===== config.mk =====
export PLATFORM = sky130hd
export DESIGN_NAME = wb_stage
export DESIGN_NICKNAME = d
export VERILOG_FILES = /design/src/rtl/mips_pkg.sv /design/src/rtl/load_extract.sv /design/src/rtl/wb_stage.sv
export SDC_FILE = /design/constraint.sdc
export NUM_CORES = 1
export LEC_CHECK = 0
export BUFFER_PORTS_ARGS = -buffer_cell sky130_fd_sc_hd__buf_2
export CORE_ASPECT_RATIO = 0.7
export CORE_UTILIZATION = 40
export DETAILED_ROUTE_END_ITERATION = 10
export PLACE_DENSITY = 0.78
export SETUP_SLACK_MARGIN = 0.02
export SLEW_MARGIN = 20
export SYNTH_ARGS = -nofsm -noshare
export SYNTH_HDL_FRONTEND = slang
export SYNTH_HIERARCHICAL = 1
export SYNTH_SLANG_ARGS = --single-unit

===== constraint.sdc =====
create_clock -name i_clk -period 1.7 [get_ports i_clk]
set_clock_uncertainty 0.15 [all_clocks]
set_input_delay 0 -clock i_clk [delete_from_list [all_inputs] [get_ports i_clk]]
set_output_delay 0 -clock i_clk [all_outputs]
set_load 0.05 [all_outputs]

===== src/rtl/mips_pkg.sv =====
// -----------------------------------------------------------------------------
// mips_pkg
// Shared MIPS pipeline constants. The decode stage and the write-back stage
// both import this package. Keeping the encodings here means the two stages
// always agree on them.
//
// Contents:
//   wb_src_e    : write-back source select (ALU / MEM / LINK; 2'b11 aliases ALU)
//   mem_size_e  : load size (BYTE / HALF / WORD; 2'b11 aliases WORD)
//   LINK_OFFSET : byte distance from a jump-and-link to its return address
//                 (the branch delay slot sits in between)
// -----------------------------------------------------------------------------
package mips_pkg;

  typedef enum logic [1:0] {
    WB_SRC_ALU     = 2'b00,
    WB_SRC_MEM     = 2'b01,
    WB_SRC_LINK    = 2'b10,
    WB_SRC_ALU_ALT = 2'b11
  } wb_src_e;

  typedef enum logic [1:0] {
    MEM_SIZE_BYTE     = 2'b00,
    MEM_SIZE_HALF     = 2'b01,
    MEM_SIZE_WORD     = 2'b10,
    MEM_SIZE_WORD_ALT = 2'b11
  } mem_size_e;

  // The return address skips the delay slot: pc + 8.
  localparam int unsigned LINK_OFFSET = 8;

endpackage : mips_pkg


===== src/rtl/load_extract.sv =====
// -----------------------------------------------------------------------------
// load_extract
// This is a purely combinational block. It picks the addressed byte or
// halfword out of a raw little-endian memory word. It then sign-extends or
// zero-extends that value to the full bus width. A word load passes the
// whole bus through unchanged.
//
// Ports:
//   i_data     [IO_BUS_SIZE-1:0] raw data-memory word
//   i_size     [1:0]             load size (mem_size_e encoding)
//   i_unsigned                   1 = zero-extend, 0 = sign-extend
//   i_offset   [1:0]             load address bits [1:0]
//   o_data     [IO_BUS_SIZE-1:0] extracted, extended load data
// -----------------------------------------------------------------------------
module load_extract
  import mips_pkg::*;
#(
  parameter int unsigned IO_BUS_SIZE = 32
) (
  input  logic [IO_BUS_SIZE-1:0] i_data,
  input  logic [1:0]             i_size,
  input  logic                   i_unsigned,
  input  logic [1:0]             i_offset,
  output logic [IO_BUS_SIZE-1:0] o_data
);

  logic [7:0]  byte_lane;
  logic [15:0] half_lane;
  logic        byte_fill;
  logic        half_fill;

  // Lanes are always taken from the low 32 bits, even on a wider bus.
  // A halfword ignores offset bit 0. Misaligned halfwords are not trapped.
  assign byte_lane = i_data[{i_offset, 3'b000} +: 8];
  assign half_lane = i_data[{i_offset[1], 4'b0000} +: 16];

  assign byte_fill = ~i_unsigned & byte_lane[7];
  assign half_fill = ~i_unsigned & half_lane[15];

  always_comb begin
    // NOTE: assign a default before the case. Then every path drives o_data,
    // and no latch is inferred.
    o_data = i_data;
    case (mem_size_e'(i_size))
      MEM_SIZE_BYTE: o_data = {{(IO_BUS_SIZE - 8){byte_fill}}, byte_lane};
      MEM_SIZE_HALF: o_data = {{(IO_BUS_SIZE - 16){half_fill}}, half_lane};
      default:       o_data = i_data;  // word: offset and signedness ignored
    endcase
  end

endmodule : load_extract


===== src/rtl/wb_stage.sv =====
// -----------------------------------------------------------------------------
// wb_stage
// MIPS MEM/WB pipeline register and write-back source mux. The block selects
// one result: the ALU result, the extracted load data, or the link address
// (pc + 8). It registers that result together with the destination register
// and a qualified write enable. It also counts retired instructions.
//
// Register update priority on every rising edge: reset > flush > stall > load.
//   flush : load a bubble (en/addr/data = 0). The counter is unchanged.
//   stall : hold every output, including the counter.
//   load  : capture the selected data and i_rd. The write enable is set only
//           for a valid, register-writing instruction whose rd is not $zero.
//           Every valid instruction is counted, whether or not it writes.
//
// Ports:
//   i_clk, i_reset                    clock and synchronous active-high reset
//   i_stall, i_flush                  pipeline hold / bubble insert
//   i_valid, i_reg_write              instruction qualifiers
//   i_wb_src [1:0]                    write-back source (wb_src_e)
//   i_mem_size [1:0], i_mem_unsigned  load size / extension
//   i_byte_offset [1:0]               load address bits [1:0]
//   i_alu_result, i_mem_result, i_pc  [IO_BUS_SIZE-1:0] data inputs
//   i_rd [REG_ADDR_SIZE-1:0]          destination register
//   o_wb_data, o_wb_addr, o_wb_en     registered write-back port
//   o_retired [RETIRE_CNT_SIZE-1:0]   retired-instruction count (wraps)
// -----------------------------------------------------------------------------
module wb_stage
  import mips_pkg::*;
#(
  parameter int unsigned IO_BUS_SIZE     = 32,
  parameter int unsigned REG_ADDR_SIZE   = 5,
  parameter int unsigned RETIRE_CNT_SIZE = 32
) (
  input  logic                       i_clk,
  input  logic                       i_reset,
  input  logic                       i_stall,
  input  logic                       i_flush,
  input  logic                       i_valid,
  input  logic                       i_reg_write,
  input  logic [1:0]                 i_wb_src,
  input  logic [1:0]                 i_mem_size,
  input  logic                       i_mem_unsigned,
  input  logic [1:0]                 i_byte_offset,
  input  logic [IO_BUS_SIZE-1:0]     i_alu_result,
  input  logic [IO_BUS_SIZE-1:0]     i_mem_result,
  input  logic [IO_BUS_SIZE-1:0]     i_pc,
  input  logic [REG_ADDR_SIZE-1:0]   i_rd,
  output logic [IO_BUS_SIZE-1:0]     o_wb_data,
  output logic [REG_ADDR_SIZE-1:0]   o_wb_addr,
  output logic                       o_wb_en,
  output logic [RETIRE_CNT_SIZE-1:0] o_retired
);

  logic [IO_BUS_SIZE-1:0] load_data;
  logic [IO_BUS_SIZE-1:0] link_addr;
  logic [IO_BUS_SIZE-1:0] sel_data;
  logic                   wb_en_next;

  load_extract #(
    .IO_BUS_SIZE(IO_BUS_SIZE)
  ) u_load_extract (
    .i_data    (i_mem_result),
    .i_size    (i_mem_size),
    .i_unsigned(i_mem_unsigned),
    .i_offset  (i_byte_offset),
    .o_data    (load_data)
  );

  // The carry out is dropped, so the link address wraps modulo 2^IO_BUS_SIZE.
  assign link_addr = i_pc + IO_BUS_SIZE'(LINK_OFFSET);

  always_comb begin
    sel_data = i_alu_result;
    case (wb_src_e'(i_wb_src))
      WB_SRC_MEM:  sel_data = load_data;
      WB_SRC_LINK: sel_data = link_addr;
      default:     sel_data = i_alu_result;  // ALU and its 2'b11 alias
    endcase
  end

  // Writes to $zero are dropped here, so the register file needs no guard.
  assign wb_en_next = i_valid & i_reg_write & (i_rd != '0);

  // NOTE: use non-blocking assignments for all registered state. Every
  // register then samples the pre-edge values, so the outcome does not
  // depend on statement order.
  always_ff @(posedge i_clk) begin
    if (i_reset) begin
      o_wb_data <= '0;
      o_wb_addr <= '0;
      o_wb_en   <= 1'b0;
      o_retired <= '0;
    end else if (i_flush) begin
      // A bubble wins over a stall. The instruction being flushed is not
      // counted.
      o_wb_data <= '0;
      o_wb_addr <= '0;
      o_wb_en   <= 1'b0;
    end else if (!i_stall) begin
      o_wb_data <= sel_data;
      o_wb_addr <= i_rd;
      o_wb_en   <= wb_en_next;
      if (i_valid) begin
        o_retired <= o_retired + RETIRE_CNT_SIZE'(1);
      end
    end
  end

endmodule : wb_stage


==> impl_metrics.toml <==
[timing]
grt_setup_unrepaired = "true"
fin_setup_tns_ps = -9.15
setup_violations = 1
drv_slew = 0
setup_slack_ps = -9.15
tightest_slew_ps = 534
max_slew_margin_pct = 64.3
fin_crit_sh_pct = 101
finalHoldViolCount = 0
period_needed_ps = 1710
fmax_mhz = 585

[final_layout]
final_area_um2 = 7620
area_growth_pct = 60.7
finalNetCount = 1040
layout_commonest_cell = "buf_2"
final_cell_mix = "183 x buf_2, 88 x buf_4, 57 x dlygate4sd3_1"
num_antenna_cells = 0
final_cells = 1080
fillers = 935
final_core_util_pct = 67.5
drive_gt1_share_pct = 41.5

[grt]
grt_max_degree = 40
grt_pass1_wl_um = 29400
antenna_found_initial = 1
grt_use_total_pct = 30.3
grt_overflow = 0
grt_pass1_vias = 5670

[drt]
drc = 0
wl_per_cell_um = 18.0
antenna_left = 0
drt_iter0_markers = 609
wl_um = 19500
first_pass_iters = 6
vias = 6214
vias_per_cell = 5.75

[synth]
synth.distinct_cells = 63
synth.mux.area_fraction_pct = 4.06
postSynth.asyncResetShare_pct = 0
synth_xor_area_share_pct = 7.94
synth_nets = 741
syn_area_per_cell_um2 = 7.61
yosys_warnings = 6
synth_simple_gate_area_share_pct = 27.8
synth_top_family_by_area = "simple AND/OR/NAND/NOR gates"
synth_ff_type = "dfxtp_1"
syn_area_um2 = 4740
synth_compound_area_share_pct = 24.3
synth_edf_count = 0
synthAdderAreaFrac_pct = 1.06
seq_area_frac_synth_pct = 29.6
synth-seq-cells = 70
syn_inst = 623

[die]
rows = 32
fp.dieH_um = 93.1
die_width_um = 132
placeableCoreArea_um2 = 11300
start_util_pct = 42.0
io_pins = 184
dieArea_um2 = 12300

[setup_path]
critical_path_arrival_ps = 1830
worstSetupPathType = "reg -> reg"
worstSetupEndpointType = "flop"
start_kind = "flop"
r2r-end = "o_retired[14]"
crit_start = "o_retired[1]"
reg2reg_depth = 5
rrSetupSlack_ps = -9
required_ps = 1820
r2r_start = "o_retired[1]"
worstSetupEndpoint = "o_retired[14]"
cp_max_fo = 6

[status]
violations = "setup timing"
status = "complete, but fails checks"

[power]
vdd.ir_drop.worst_mv = 0.742
power_mw = 4.85
power_density_nw_per_um2 = 637
p_leak_nw = 3.33

[placement]
place.gp.congestion = 1.01
dpl_cell_area_um2 = 6530
port_buffers = 183
dp_hpwl_um = 14200
dp.cells = 1000

[hold_path]
hp-class = "in -> reg"

[flow_run]
drv_cap = 0

[clock_network]
cts_made_buffers = 9
clkLatencyLatePin_ps = 330
path_clk_slew_ps = 60
cts_root_buf = "clkbuf_16"
clockBufferDepth = 2
htreeDepth = 3
tritoncts = "yes"
cts_sinks = 70
kinds of logic (layout without fill, tap and decap cells):
| kind of cell | Yosys count | in the layout |
|---|---|---|
| multiplexers | 18 | 18 |
| adder cells (fa/ha/maj) | 4 | 4 |
| AND/OR/NAND/NOR | 255 | 255 |
| flip-flops | 70 | 70 |
| XOR/XNOR | 43 | 43 |
| buffers and inverters | 58 | 362 |
| AO/OA/AOI/OAI | 175 | 175 |
registers in the layout (all words and copies together), names as in the netlist:
| register | cells |
|---|---|
| o_wb_data | 32 |
| o_retired | 32 |
| o_wb_en | 1 |
| o_wb_addr | 5 |
stage by stage:
step,worst slack [ps],hold WS [ps]
global route,-73.8,21.9
CTS,-5.76,2.07
finish,-9.15,9.80
detailed placement,-164,111
floorplan,-46.9,-6.06
global placement,-102,101
repair_timing:
item | CTS | global route
pin swaps | 1 | 12
setup buffers | 1 | 6
endpoints found under the setup margin | 10 | 23
resized for setup | 2 | 24
endpoints found under the hold margin | 38 | 0
hold buffers | 57 | 0
Yosys cell counts (3+ instances only):
cell      instances  area share, %
dfxtp_1          70             30
a21oi_1          58            6.1
nand2_1          56            4.4
nor2_1           55            4.4
nand3_1          34            3.6
o21ai_0          31            3.3
xnor2_1          31            5.7
clkbuf_1         28            2.2
nor4_1           24            3.2
nor3_1           17            1.8
nand4_1          15            2.0
a221oi_1         12            2.2
nor2b_1          12            1.6
xor2_1           12            2.2
a21oi_2          11            2.0
inv_1            11           0.87
o22ai_1          11            1.5
and4_1           10            1.8
mux2_2           10            2.4
a22oi_1           9            1.4
o221ai_1          9            1.7
buf_1             8           0.63
mux2i_1           8            1.7
buf_2             7           0.74
and3_1            5           0.66
o31ai_1           5           0.79
or4_1             5           0.79
ha_1              4            1.1
a221o_1           3           0.63
and2_1            3           0.40
buf_6             3           0.71
o21bai_1          3           0.48
o31a_1            3           0.55
or3_1             3           0.40
area by class of cell:
cell class              instances  area [um2]  share of cell area, %
clock inverters                 6        70.1                  0.920
repair buffers                334        2250                   29.5
multi-input cells             495        3340                   43.9
flip-flops and latches         70        1490                   19.5
clock buffers                  10         229                   3.01
inverters                      12        45.0                  0.591
well taps                     153         191                   2.51
critical path: stages, from the launching register on:
cell and delay [ps]:
dfxtp_4 380, ha_4 140, and3_4 210, nand4_1 220
or3_1 440, a21oi_2 110
power breakdown:
| group | internal, mW | switching [mW] |
|---|---|---|
| combinational | 0.540 | 0.730 |
| clock | 1.14 | 0.755 |
| sequential | 1.65 | 0.0297 |
layer usage:
metal | part of all wire, % | track usage, %
met1 | 44 | 41.5
met2 | 43 | 46.6
met3 | 11 | 8.46
met4 | 2.2 | 7.56
met5 | 0.051 | 0
worst min-delay path by stage:
stage / startpoint / end / slack [ps] / depth (start not counted)
floorplan: i_rd[0] / o_wb_addr[0] / -6 / 2
global placement: i_rd[0] / o_wb_addr[0] / 100 / 3
detailed placement: i_rd[3] / o_wb_addr[3] / 110 / 3
CTS: i_pc[12] / o_wb_data[12] / 2 / 4
global route: i_reset / o_wb_data[10] / 20 / 5
finish: i_pc[12] / o_wb_data[12] / 10 / 4
(Power assumes the default switching activity.)
